### config.mk
export PLATFORM = sky130hd
export DESIGN_NAME = mem_resp
export DESIGN_NICKNAME = d
export VERILOG_FILES = /design/src/rtl/mem_resp.sv
export SDC_FILE = /design/constraint.sdc
export NUM_CORES = 1
export LEC_CHECK = 0
export ABC_CLOCK_PERIOD_IN_PS = 1900
export BUFFER_PORTS_ARGS = -buffer_cell sky130_fd_sc_hd__buf_2
export CORE_ASPECT_RATIO = 0.7
export CORE_UTILIZATION = 50
export DETAILED_ROUTE_END_ITERATION = 8
export PLACE_DENSITY = 0.85
export SLEW_MARGIN = 20
export SYNTH_ARGS = -nofsm -noshare
export SYNTH_HDL_FRONTEND = slang
export SYNTH_SLANG_ARGS = --single-unit
### constraint.sdc
create_clock -name clk -period 1.9 [get_ports clk]
set_input_delay 0.19 -clock clk [delete_from_list [all_inputs] [get_ports clk]]
set_output_delay 0.19 -clock clk [all_outputs]
set_load 0.05 [all_outputs]
### src/rtl/mem_resp.sv
// rtl/mem_resp.sv - byte-addressed CPU bus responder over a word RAM with byte enables
module mem_resp (
    input  logic        clk,
    input  logic        rst,
    input  logic        req,
    input  logic        we,
    input  logic        W_B,
    input  logic [15:0] ABUS,
    input  logic [15:0] DBUS,
    output logic        busy,
    output logic        ack,
    output logic [15:0] rdata,
    output logic        mem_en,
    output logic        mem_we,
    output logic [14:0] mem_addr,
    output logic [1:0]  mem_be,
    output logic [15:0] mem_wdata,
    input  logic [15:0] mem_rdata
);

    typedef enum logic [1:0] {
        IDLE = 2'd0,
        A1   = 2'd1,
        A2   = 2'd2,
        FIN  = 2'd3
    } state_t;

    state_t      state_q, state_d;
    logic        we_q, we_d;
    logic        wb_q, wb_d;
    logic [15:0] abus_q, abus_d;
    logic [15:0] dbus_q, dbus_d;
    logic [7:0]  hold_q, hold_d;
    logic [15:0] rdata_q, rdata_d;
    logic        ack_q, ack_d;
    logic        split;

    assign split = wb_q & abus_q[0];

    always_ff @(posedge clk or posedge rst) begin
        if (rst) begin
            state_q <= IDLE;
            we_q    <= 1'b0;
            wb_q    <= 1'b0;
            abus_q  <= 16'h0000;
            dbus_q  <= 16'h0000;
            hold_q  <= 8'h00;
            rdata_q <= 16'h0000;
            ack_q   <= 1'b0;
        end else begin
            state_q <= state_d;
            we_q    <= we_d;
            wb_q    <= wb_d;
            abus_q  <= abus_d;
            dbus_q  <= dbus_d;
            hold_q  <= hold_d;
            rdata_q <= rdata_d;
            ack_q   <= ack_d;
        end
    end

    always_comb begin
        state_d = state_q;
        we_d    = we_q;
        wb_d    = wb_q;
        abus_d  = abus_q;
        dbus_d  = dbus_q;
        hold_d  = hold_q;
        rdata_d = rdata_q;
        ack_d   = 1'b0;
        case (state_q)
            IDLE: begin
                if (req) begin
                    we_d    = we;
                    wb_d    = W_B;
                    abus_d  = ABUS;
                    dbus_d  = DBUS;
                    state_d = A1;
                end
            end
            A1: begin
                state_d = split ? A2 : FIN;
            end
            A2: begin
                // mem_rdata here is the A1 word; its low byte is the first CPU byte
                hold_d  = mem_rdata[7:0];
                state_d = FIN;
            end
            FIN: begin
                if (!we_q) begin
                    if (split)
                        rdata_d = {hold_q, mem_rdata[15:8]};
                    else if (wb_q)
                        rdata_d = mem_rdata;
                    else if (abus_q[0])
                        rdata_d = {8'h00, mem_rdata[7:0]};
                    else
                        rdata_d = {8'h00, mem_rdata[15:8]};
                end
                ack_d   = 1'b1;
                state_d = IDLE;
            end
            default: state_d = IDLE;
        endcase
    end

    always_comb begin
        mem_en    = (state_q == A1) || (state_q == A2);
        mem_we    = mem_en & we_q;
        mem_addr  = 15'h0000;
        mem_be    = 2'b00;
        mem_wdata = 16'h0000;
        if (mem_en) begin
            mem_addr = (state_q == A2) ? (abus_q[15:1] + 15'd1) : abus_q[15:1];
            if (!we_q) begin
                mem_be = 2'b11;
            end else if (split) begin
                mem_be    = (state_q == A2) ? 2'b10 : 2'b01;
                mem_wdata = {dbus_q[7:0], dbus_q[15:8]};
            end else if (wb_q) begin
                mem_be    = 2'b11;
                mem_wdata = dbus_q;
            end else begin
                mem_be    = abus_q[0] ? 2'b01 : 2'b10;
                mem_wdata = {dbus_q[7:0], dbus_q[7:0]};
            end
        end
    end

    assign busy  = (state_q != IDLE);
    assign ack   = ack_q;
    assign rdata = rdata_q;

endmodule

==> impl_results.md, run 1 <==
* Total of max-cap violations at 0
* Gp weighted congestion at 0.846
* Kind of critical path: register to output pin
* Placement Rows at 23
* Clock Tree Buf Depth at 2
* XOR/XNOR share of the synthesized area at 1.98%
* Share of cells above drive strength 1 at 58.9%
* Metal3 WL at 656 um
* Global route overflow at 0
* Post-synthesis adder-cell area fraction at 2.37%
* Die area at 6660 um2
* WL per Instance at 20.2 um
* Met1 Routed Length at 4.19 mm
* Crit share post-route at 118%
* Final routed DRC violation total at 0
* Die Y-Extent at 68.6 um
* Worst skew pair latency at 0.34 ns
* DP Area at 4380 um2
* Largest net degree at the start of global routing at 62
* Critical path arrival at 2.05 ns
* Worst slew pin tran at 0.446 ns
* Compound-Gate Fraction of Synth Area at 8.38%
* Post-Syn Area at 3170 um2
* Antenna cell count at 0
* Fin util at 86.8%
* RSZ-0062 raised after global routing: true
* Design Area, Final at 5120 um2
* F_max at 446 MHz
* H-Tree Depth at 3
* Max_slew headroom at 70.0%
* Fillers at 271
* Worst setup EP type: output pin
* Main combinational cell family by area after synthesis: multiplexers
* Highest routed layer: met4
* Area Growth Syn to Fin at 61.6%
* Routed WL at 10.7 mm
* Post-synthesis instance total at 306
* PnR worst setup slack at -0.343 ns
* Number of global-route vias before repair at 3,048
* CP top delay family: simple AND/OR/NAND/NOR gates
* Core area at 5900 um2
* Vias per cell at 5.70
* Netlist cell types at 29
* Slowest stage delay, CP at 0.48 ns
* Outcome: finished with violations
* Sequential-to-total area share from yosys stat at 48.2%
* HPWL Detailed at 5.87 mm
* Via count at 3,022
* Max-slew violation count at 0
* CTS tree: yes
* Detailed-router iteration count before antenna repair at 4
* Crit path cell chain: ha_4 > nand3_2 > buf_6 > or4_4 > a21oi_4 > buf_6
* Initial antenna violation count at 0
* Syn_area_per_cell at 10.3 um2
* Root Driver: clkbuf_8
* Post-route setup TNS at -7.56 ns
* Sink Count at 61
* Pre-CTS setup slack at -0.0465 ns
* Final setup viols at 34
* CP most frequent cell: buf_6
* Die W at 97.1 um
* Nets at 509
* Syn_nets at 365
* CTS Buf Count at 9
* Hold Path Class: primary input to register
* Initial core utilization at 53.7%
* Synthesized flop and latch total at 61
* Fin. Hold Viols at 0
* CP startpoint kind: register
* I/O pin total at 106
* CP bufs+invs at 2
* Final ANT Viol Nets at 0
* Final worst clock skew at 0.00928 ns
* Req. time, crit path at 1.71 ns
* Crit path max fanout at 4
* DR WL met2 at 5.45 mm
* Failing checks: setup timing
* Post-Synth Simple-Gate Area at 14.0%
* First-pass GRT wire length at 15.3 mm
* Yosys warnings at 0
* Buffers on Ports at 105
* Iteration-0 DRC Markers at 186
* Tmin final at 2.24 ns
* Slowest CP cell: dfrtp_1
* Clk pin slew, worst setup/hold paths at 0.07 ns
* Mux share of post-synthesis cell area at 21.6%
* GR Util All Layers at 30.4%
==> final cells by class <==
class / instances / area [um2] / share of cell area [%]
clock buffers: 11 / 141 / 2.76
clock inverters: 5 / 36.3 / 0.709
repair buffers: 151 / 1220 / 23.8
inverters: 8 / 38.8 / 0.758
flip-flops and latches: 61 / 1530 / 29.9
multi-input cells: 219 / 2060 / 40.3
well taps: 75 / 93.8 / 1.83
==> state kept, by name, summed over array words and instances, names as in the netlist <==
| register | flops |
|---|---|
| abus_q | 16 |
| dbus_q | 16 |
| wb_q | 1 |
| hold_q | 8 |
| rdata | 16 |
| state_q | 2 |
| ack | 1 |
| we_q | 1 |
==> cell usage in the layout (no fill, tap or decap), drive strengths merged, types with 5 or more instances in the layout <==
cell type	count
nand3	11
clkbuf	11
dfrtp	61
nand2	54
mux2i	21
o21ai	20
buf	150
nand2b	7
nor2	6
a21oi	24
inv	7
nand4	5
mux2	42
ha	6
==> kinds of logic after synthesis <==
logic type | count (synthesis)
multiplexers | 63
AND/OR/NAND/NOR | 95
buffers and inverters | 26
flip-flops | 61
AO/OA/AOI/OAI | 50
XOR/XNOR | 5
adder cells (fa/ha/maj) | 6
==> path summary, 6_finish.rpt <==
kind                            startpoint     endpoint  slack, ns  depth (start not counted)
worst max-delay path             abus_q[2]  mem_addr[8]      -0.34                          6
worst min-delay path               DBUS[5]    dbus_q[5]       0.08                          2
worst max register to register   abus_q[0]     rdata[7]       0.19                          4
worst min register to register   rdata[10]    rdata[10]       0.48                          2
max in group asynchronous              rst   abus_q[10]       1.17                          4
min in group asynchronous              rst    dbus_q[1]       0.45                          4
==> cells in the mapped netlist, drive strengths merged <==
| master | number | area share [%] |
|---|---|---|
| nand3 | 11 | 1.7 |
| clkbuf | 9 | 1.1 |
| o31ai | 4 | 0.95 |
| o21ai | 20 | 3.2 |
| or4 | 4 | 0.95 |
| a21oi | 24 | 3.8 |
| nor4 | 4 | 0.79 |
| nand2b | 7 | 1.4 |
| mux2 | 42 | 15 |
| nand4 | 5 | 1.2 |
| a32oi | 1 | 0.28 |
| or3 | 2 | 0.40 |
| ha | 6 | 2.4 |
| buf | 9 | 1.5 |
| xnor2 | 1 | 0.28 |
| dfrtp | 61 | 48 |
| nand3b | 1 | 0.24 |
| a31oi | 1 | 0.20 |
| nor2b | 1 | 0.20 |
| xor2 | 4 | 1.7 |
| nor2 | 6 | 0.71 |
| mux2i | 21 | 6.6 |
| inv | 8 | 0.95 |
| nand2 | 54 | 6.4 |
==> routing by layer <==
layer	GRT usage [%]	up-vias
li1	-	1351
met1	36.1	1477
met2	54.9	152
met3	8.97	42
met4	8.77	0
met5	0	-
==> per-stage QoR <==
| step | hold slack (ns) | std cells |
|---|---|---|
| 2_1_floorplan | 0.341 | 306 |
| 3_3_place_gp | 0.272 | 500 |
| 3_5_place_dp | 0.278 | 500 |
| 4_1_cts | 0.0685 | 526 |
| 5_1_grt | 0.0719 | 530 |
| 6_report | 0.0807 | 530 |
==> what timing repair did <==
| action | CTS | global route |
|---|---|---|
| hold buffers | 1 | 0 |
| setup buffers | 8 | 4 |
| cloned | 1 | 0 |
| hold endpoints to repair | 61 | 0 |
| endpoints found under the setup margin | 34 | 35 |
| gates resized for setup | 81 | 35 |
| pin swaps | 4 | 5 |
Power of run 1 is not shown: default switching activity piles up to over one toggle a cycle in this logic, so the estimate is an artifact.
==> run 2, diff against run 1 <==
--- a/config.mk
+++ b/config.mk
@@ -11,6 +11,7 @@
 export CORE_UTILIZATION = 50
 export DETAILED_ROUTE_END_ITERATION = 8
 export PLACE_DENSITY = 0.85
+export REMOVE_ABC_BUFFERS = 1
 export SLEW_MARGIN = 20
 export SYNTH_ARGS = -nofsm -noshare
 export SYNTH_HDL_FRONTEND = slang
==> constraint.sdc (replaced) <==
create_clock -name clk -period 1.9 [get_ports clk]
set_input_delay 0.095 -clock clk [delete_from_list [all_inputs] [get_ports clk]]
set_output_delay 0.095 -clock clk [all_outputs]
set_load 0.05 [all_outputs]
==> impl_results.md, run 2 (synthesis results as in run 1) <==
* Outcome: finished with violations
* Failing checks: hold timing, setup timing
* Crit path max fanout at 6 (+2)
* Routed WL at 11.1 mm (+3.1%)
* Clk pin slew, worst setup/hold paths at 0.08 ns (about the same)
* Final ANT Viol Nets at 0 (unchanged)
* Hold Path Class: primary input to register
* Metal3 WL at 872 um (+33%)
* Buffers on Ports at 105 (unchanged)
* Vias per cell at 5.70 (about the same)
* Critical path arrival at 2.13 ns (+0.08 ns)
* Met1 Routed Length at 4.24 mm (+1.1%)
* Reg2reg end: abus_q[0]
* Iteration-0 DRC Markers at 153 (-18%)
* Die area at 6660 um2 (unchanged)
* Max_slew headroom at 68.1% (-1.9 points)
* Kind of critical path: register to output pin
* First-pass GRT wire length at 14.1 mm (-7.5%)
* Crit path from: state_q[0]
* CTS Buf Count at 9 (unchanged)
* Post-route setup TNS at -4.00 ns (+3.56 ns)
* Sink Count at 61 (unchanged)
* Final setup viols at 33 (-2.9%)
* F_max at 449 MHz (+0.72%)
* Most frequent cells in the layout: buf_2 (71), dfrtp_1 (59), nand2_1 (53), mux2_2 (42), dlygate4sd3_1 (35)
* Nets at 534 (+4.9%)
* Clock Tree Buf Depth at 2 (unchanged)
* Req. time, crit path at 1.80 ns (+0.09 ns)
* GR Util All Layers at 27.9% (-2.5 points)
* Antenna cell count at 0 (unchanged)
* Core area at 5900 um2 (unchanged)
* CP startpoint kind: register
* Via count at 3,159 (+4.5%)
* Tmin final at 2.23 ns (-0.0161 ns)
* Design Area, Final at 5190 um2 (+1.4%)
* Gp weighted congestion at 0.781 (-7.7%)
* CTS tree: yes
* Die W at 97.1 um (unchanged)
* Largest net degree at the start of global routing at 36 (-42%)
* DP Area at 3850 um2 (-12%)
* DR WL met2 at 5.66 mm (+3.9%)
* Crit share post-route at 117% (-0.85 points)
* RSZ-0062 raised after global routing: true
* Worst setup EP type: output pin
* Die Y-Extent at 68.6 um (unchanged)
* Number of global-route vias before repair at 2,928 (-3.9%)
* R2r startpoint: state_q[1]
* Hold path depth at 2 (unchanged)
* Reg2Reg Depth at 6 (+2)
* Final routed DRC violation total at 0 (unchanged)
* Share of cells above drive strength 1 at 51.6% (-7.3 points)
* Detailed-router iteration count before antenna repair at 4 (unchanged)
* Area Growth Syn to Fin at 63.9%
* Worst slew pin tran at 0.479 ns (+0.0325 ns)
* Total of max-cap violations at 0 (unchanged)
* Placement Rows at 23 (unchanged)
* Finished Layout Cells at 554 (+4.5%)
* Inst Count DP at 486 (-2.8%)
* Critical path endpoint: mem_addr[6]
* Max-slew violation count at 0 (unchanged)
* I/O pin total at 106 (unchanged)
* Root Driver: clkbuf_8
* Final worst clock skew at 0.0128 ns (+0.00353 ns)
* WL per Instance at 20.0 um (-1.4%)
* Fin. Hold Viols at 1 (+1)
* HPWL Detailed at 5.54 mm (-5.5%)
* Fillers at 269 (-0.74%)
* R2r setup slk at 0.23 ns (+0.04 ns)
* Highest routed layer: met4
* Worst skew pair latency at 0.36 ns (+0.02 ns)
* Initial antenna violation count at 0 (unchanged)
* Global route overflow at 0 (unchanged)
* PnR worst setup slack at -0.327 ns (+0.0161 ns)
* H-Tree Depth at 3 (unchanged)
* Commonest non-fill, non-tap cell in the layout: buf_2
* Hold WS at -0.00138 ns (-0.0821 ns)
* Initial core utilization at 53.7% (unchanged)
run 2: changes by cell type in the layout (fill, tap and decap cells not counted), sizes merged:
cell | before | now
buf | 150 | 139
dlygate4sd3 | 1 | 35
clkinvlp | 4 | 2
bufinv | 0 | 1
clkbuf | 11 | 13
run 2: cell type report:
type                    count  area [um2]  area share, %
flip-flops and latches     61        1530           29.5
repair buffers            176        1480           28.5
clock inverters             4        47.5          0.916
clock buffers              11         151           2.92
multi-input cells         219        1860           35.7
inverters                   8        36.3          0.699
well taps                  75        93.8           1.81
run 2: stage by stage:
step / utilization (%) / hold slack (ns) / worst slack [ns]
6_report: 88.0 / -0.00138 / -0.327
3_5_place_dp: 65.3 / 0.179 / -0.0436
5_1_grt: 88.0 / 0.00000264 / -0.379
3_3_place_gp: 65.3 / 0.172 / 0.00469
4_1_cts: 81.4 / 0.00510 / -0.192
2_1_floorplan: - / 0.246 / -0.791
run 2: per-layer routing:
layer	GRT usage, %	vias up
met2	52.5	172
met4	7.84	0
li1	-	1405
met1	31.7	1550
met5	0	-
met3	8.37	32
run 2: how the worst min path moves through the flow:
stage / startpoint / end / slack (ns)
2_1_floorplan: ABUS[0] / abus_q[0] / 0.25
3_3_place_gp: rst / abus_q[5] / 0.17
3_5_place_dp: rst / abus_q[5] / 0.18
4_1_cts: mem_rdata[4] / hold_q[4] / 0.005
5_1_grt: DBUS[14] / dbus_q[14] / 0.000003
6_report: DBUS[14] / dbus_q[14] / -0.001
run 2: repair_timing:
item	4_1_cts	5_1_grt
cloned	1	2
resized for setup	82	66
pin swaps	3	7
endpoints found under the setup margin	33	34
hold buffers	34	1
buffers inserted	9	6
endpoints found under the hold margin	94	1
run 2: worst max-delay path: stages, from the launching register on:
cell,delay [ns]
dfrtp_1,0.39
inv_2,0.09
ha_4,0.17
nand3_2,0.18
buf_4,0.20
or3_1,0.31
a21oi_1,0.21
buf_4,0.24
Power of run 2 is left out for the same reason.
==> run 3, diff against run 2 <==
--- a/config.mk
+++ b/config.mk
@@ -8,9 +8,10 @@
 export ABC_CLOCK_PERIOD_IN_PS = 1900
 export BUFFER_PORTS_ARGS = -buffer_cell sky130_fd_sc_hd__buf_2
 export CORE_ASPECT_RATIO = 0.7
-export CORE_UTILIZATION = 50
+export CORE_UTILIZATION = 51
+export CTS_BUF_LIST = sky130_fd_sc_hd__clkbuf_8 sky130_fd_sc_hd__clkbuf_16
 export DETAILED_ROUTE_END_ITERATION = 8
-export PLACE_DENSITY = 0.85
+export PLACE_DENSITY = 0.87
 export REMOVE_ABC_BUFFERS = 1
 export SLEW_MARGIN = 20
 export SYNTH_ARGS = -nofsm -noshare
==> impl_results.md, run 3 (synthesis results as in run 1) <==
* Outcome: finished with violations
* Failing checks: setup timing
* Tmin final at 2.16 ns (-0.0704 ns)
* Post-route setup TNS at -3.02 ns (+0.973 ns)
* Die area at 6530 um2 (-1.9%)
* Hold WS at 0.0151 ns (+0.0165 ns)
* Final worst clock skew at 0.0124 ns (-0.000407 ns)
* Crit path max fanout at 7 (+1)
* Die W at 96.2 um (-0.96%)
* I/O pin total at 106 (unchanged)
* Hold Path Class: primary input to register
* CP startpoint kind: register
* Hold path depth at 2 (unchanged)
* Critical path arrival at 2.06 ns (-0.07 ns)
* Initial antenna violation count at 0 (unchanged)
* CTS Buf Count at 9 (unchanged)
* H-Tree Depth at 3 (unchanged)
* Final setup viols at 28 (-15%)
* Total of max-cap violations at 0 (unchanged)
* Max_slew headroom at 61.8% (-6.3 points)
* PnR worst setup slack at -0.257 ns (+0.0704 ns)
* Worst setup EP type: output pin
* Fillers at 264 (-1.9%)
* Req. time, crit path at 1.80 ns (about the same)
* Nets at 533 (-0.19%)
* Root Driver: clkbuf_8
* Commonest non-fill, non-tap cell in the layout: buf_2
* First-pass GRT wire length at 14.2 mm (+0.68%)
* Hold_sp: mem_rdata[4]
* Core area at 5840 um2 (-0.98%)
* R2r setup slk at 0.25 ns (+0.02 ns)
* GR Util All Layers at 29.9% (+2.0 points)
* Final routed DRC violation total at 0 (unchanged)
* Kind of critical path: register to output pin
* Via count at 3,095 (-2.0%)
* Crit share post-route at 114% (-3.7 points)
* Largest net degree at the start of global routing at 62 (+72%)
* R2r startpoint: abus_q[0]
* Detailed-router iteration count before antenna repair at 6 (+2)
* HPWL Detailed at 5.37 mm (-3.1%)
* Hold endpoint: hold_q[4]
* Clock Tree Buf Depth at 2 (unchanged)
* RSZ-0062 raised after global routing: true
* Most frequent cells in the layout: buf_2 (71), dfrtp_1 (59), nand2_1 (53), mux2_2 (42), dlygate4sd3_1 (38)
* Worst skew pair latency at 0.34 ns (-0.02 ns)
* Die Y-Extent at 67.9 um (-0.96%)
* Number of global-route vias before repair at 2,959 (+1.1%)
* Area of the multi-input gates at 1830 um2 (-1.3%)
* Finished Layout Cells at 554 (unchanged)
* Clk pin slew, worst setup/hold paths at 0.06 ns (-0.02 ns)
* WL per Instance at 18.8 um (-5.6%)
* Placement Rows at 23 (unchanged)
* Sink Count at 61 (unchanged)
* Fin util at 87.9% (-0.097 points)
* Gp weighted congestion at 0.775 (-0.69%)
* Vias per cell at 5.59 (-2.0%)
* Inst Count DP at 488 (+0.41%)
* Final ANT Viol Nets at 0 (unchanged)
* Fin. Hold Viols at 0 (-1)
* Global route overflow at 0 (unchanged)
* Crit path from: state_q[0]
* Max-slew violation count at 0 (unchanged)
* Worst slew pin tran at 0.568 ns (+0.0892 ns)
* Antenna cell count at 0 (unchanged)
* Iteration-0 DRC Markers at 195 (+27%)
* Initial core utilization at 54.2% (+0.53 points)
* Routed WL at 10.4 mm (-5.6%)
* Sequential Area at 1530 um2 (unchanged)
* Reg2reg end: rdata[0]
* Buffers on Ports at 105 (unchanged)
* Reg2Reg Depth at 4 (-2)
* Area Growth Syn to Fin at 62.1%
* CTS tree: yes
* Share of cells above drive strength 1 at 50.5% (-1.0 points)
* F_max at 464 MHz (+3.3%)
[run 3: worst max-delay path, cell delays in order (launching register included)]
cell     delay (ns)
dfrtp_1        0.40
inv_2          0.09
ha_4           0.17
nand4_4        0.17
or4_4          0.50
a21oi_4        0.22
buf_8          0.17
[run 3: timing repair]
| action | CTS | global route |
|---|---|---|
| cloned | 1 | 1 |
| resized for setup | 74 | 65 |
| setup buffers | 7 | 4 |
| endpoints found under the hold margin | 96 | 2 |
| pin swaps | 5 | 10 |
| hold buffers | 36 | 2 |
| setup endpoints to repair | 33 | 34 |
[run 3: per-stage QoR]
step                worst slack [ns]  cell area [um2]
floorplan                     -0.791             3090
global placement             0.00276             3870
global route                  -0.345             5130
finish                        -0.257             5130
CTS                           -0.186             4780
detailed placement           -0.0298             3870
[run 3: layout make-up]
class	count	share of cell area, %
multi-input cells	219	35.6
well taps	75	1.83
clock inverters	5	1.44
repair buffers	175	27.7
flip-flops and latches	61	29.8
clock buffers	11	2.95
inverters	8	0.658
[run 3: per-layer routing]
layer | wire [um] | up-vias | global-route usage [%] | part of all wire (%)
li1 | - | 1403 | - | -
met1 | 3980 | 1525 | 35.2 | 38
met2 | 5560 | 135 | 53.8 | 53
met3 | 599 | 32 | 8.89 | 5.7
met4 | 291 | 0 | 7.84 | 2.8
met5 | 0 | - | 0 | 0
[run 3: worst max-delay path by stage]
stage / end / slack [ns]
6_report: mem_addr[9] / -0.26
5_1_grt: mem_addr[6] / -0.35
4_1_cts: mem_addr[9] / -0.19
3_5_place_dp: mem_addr[9] / -0.03
3_3_place_gp: mem_addr[9] / 0.003
2_1_floorplan: mem_addr[9] / -0.79
Power of run 3 is left out for the same reason.
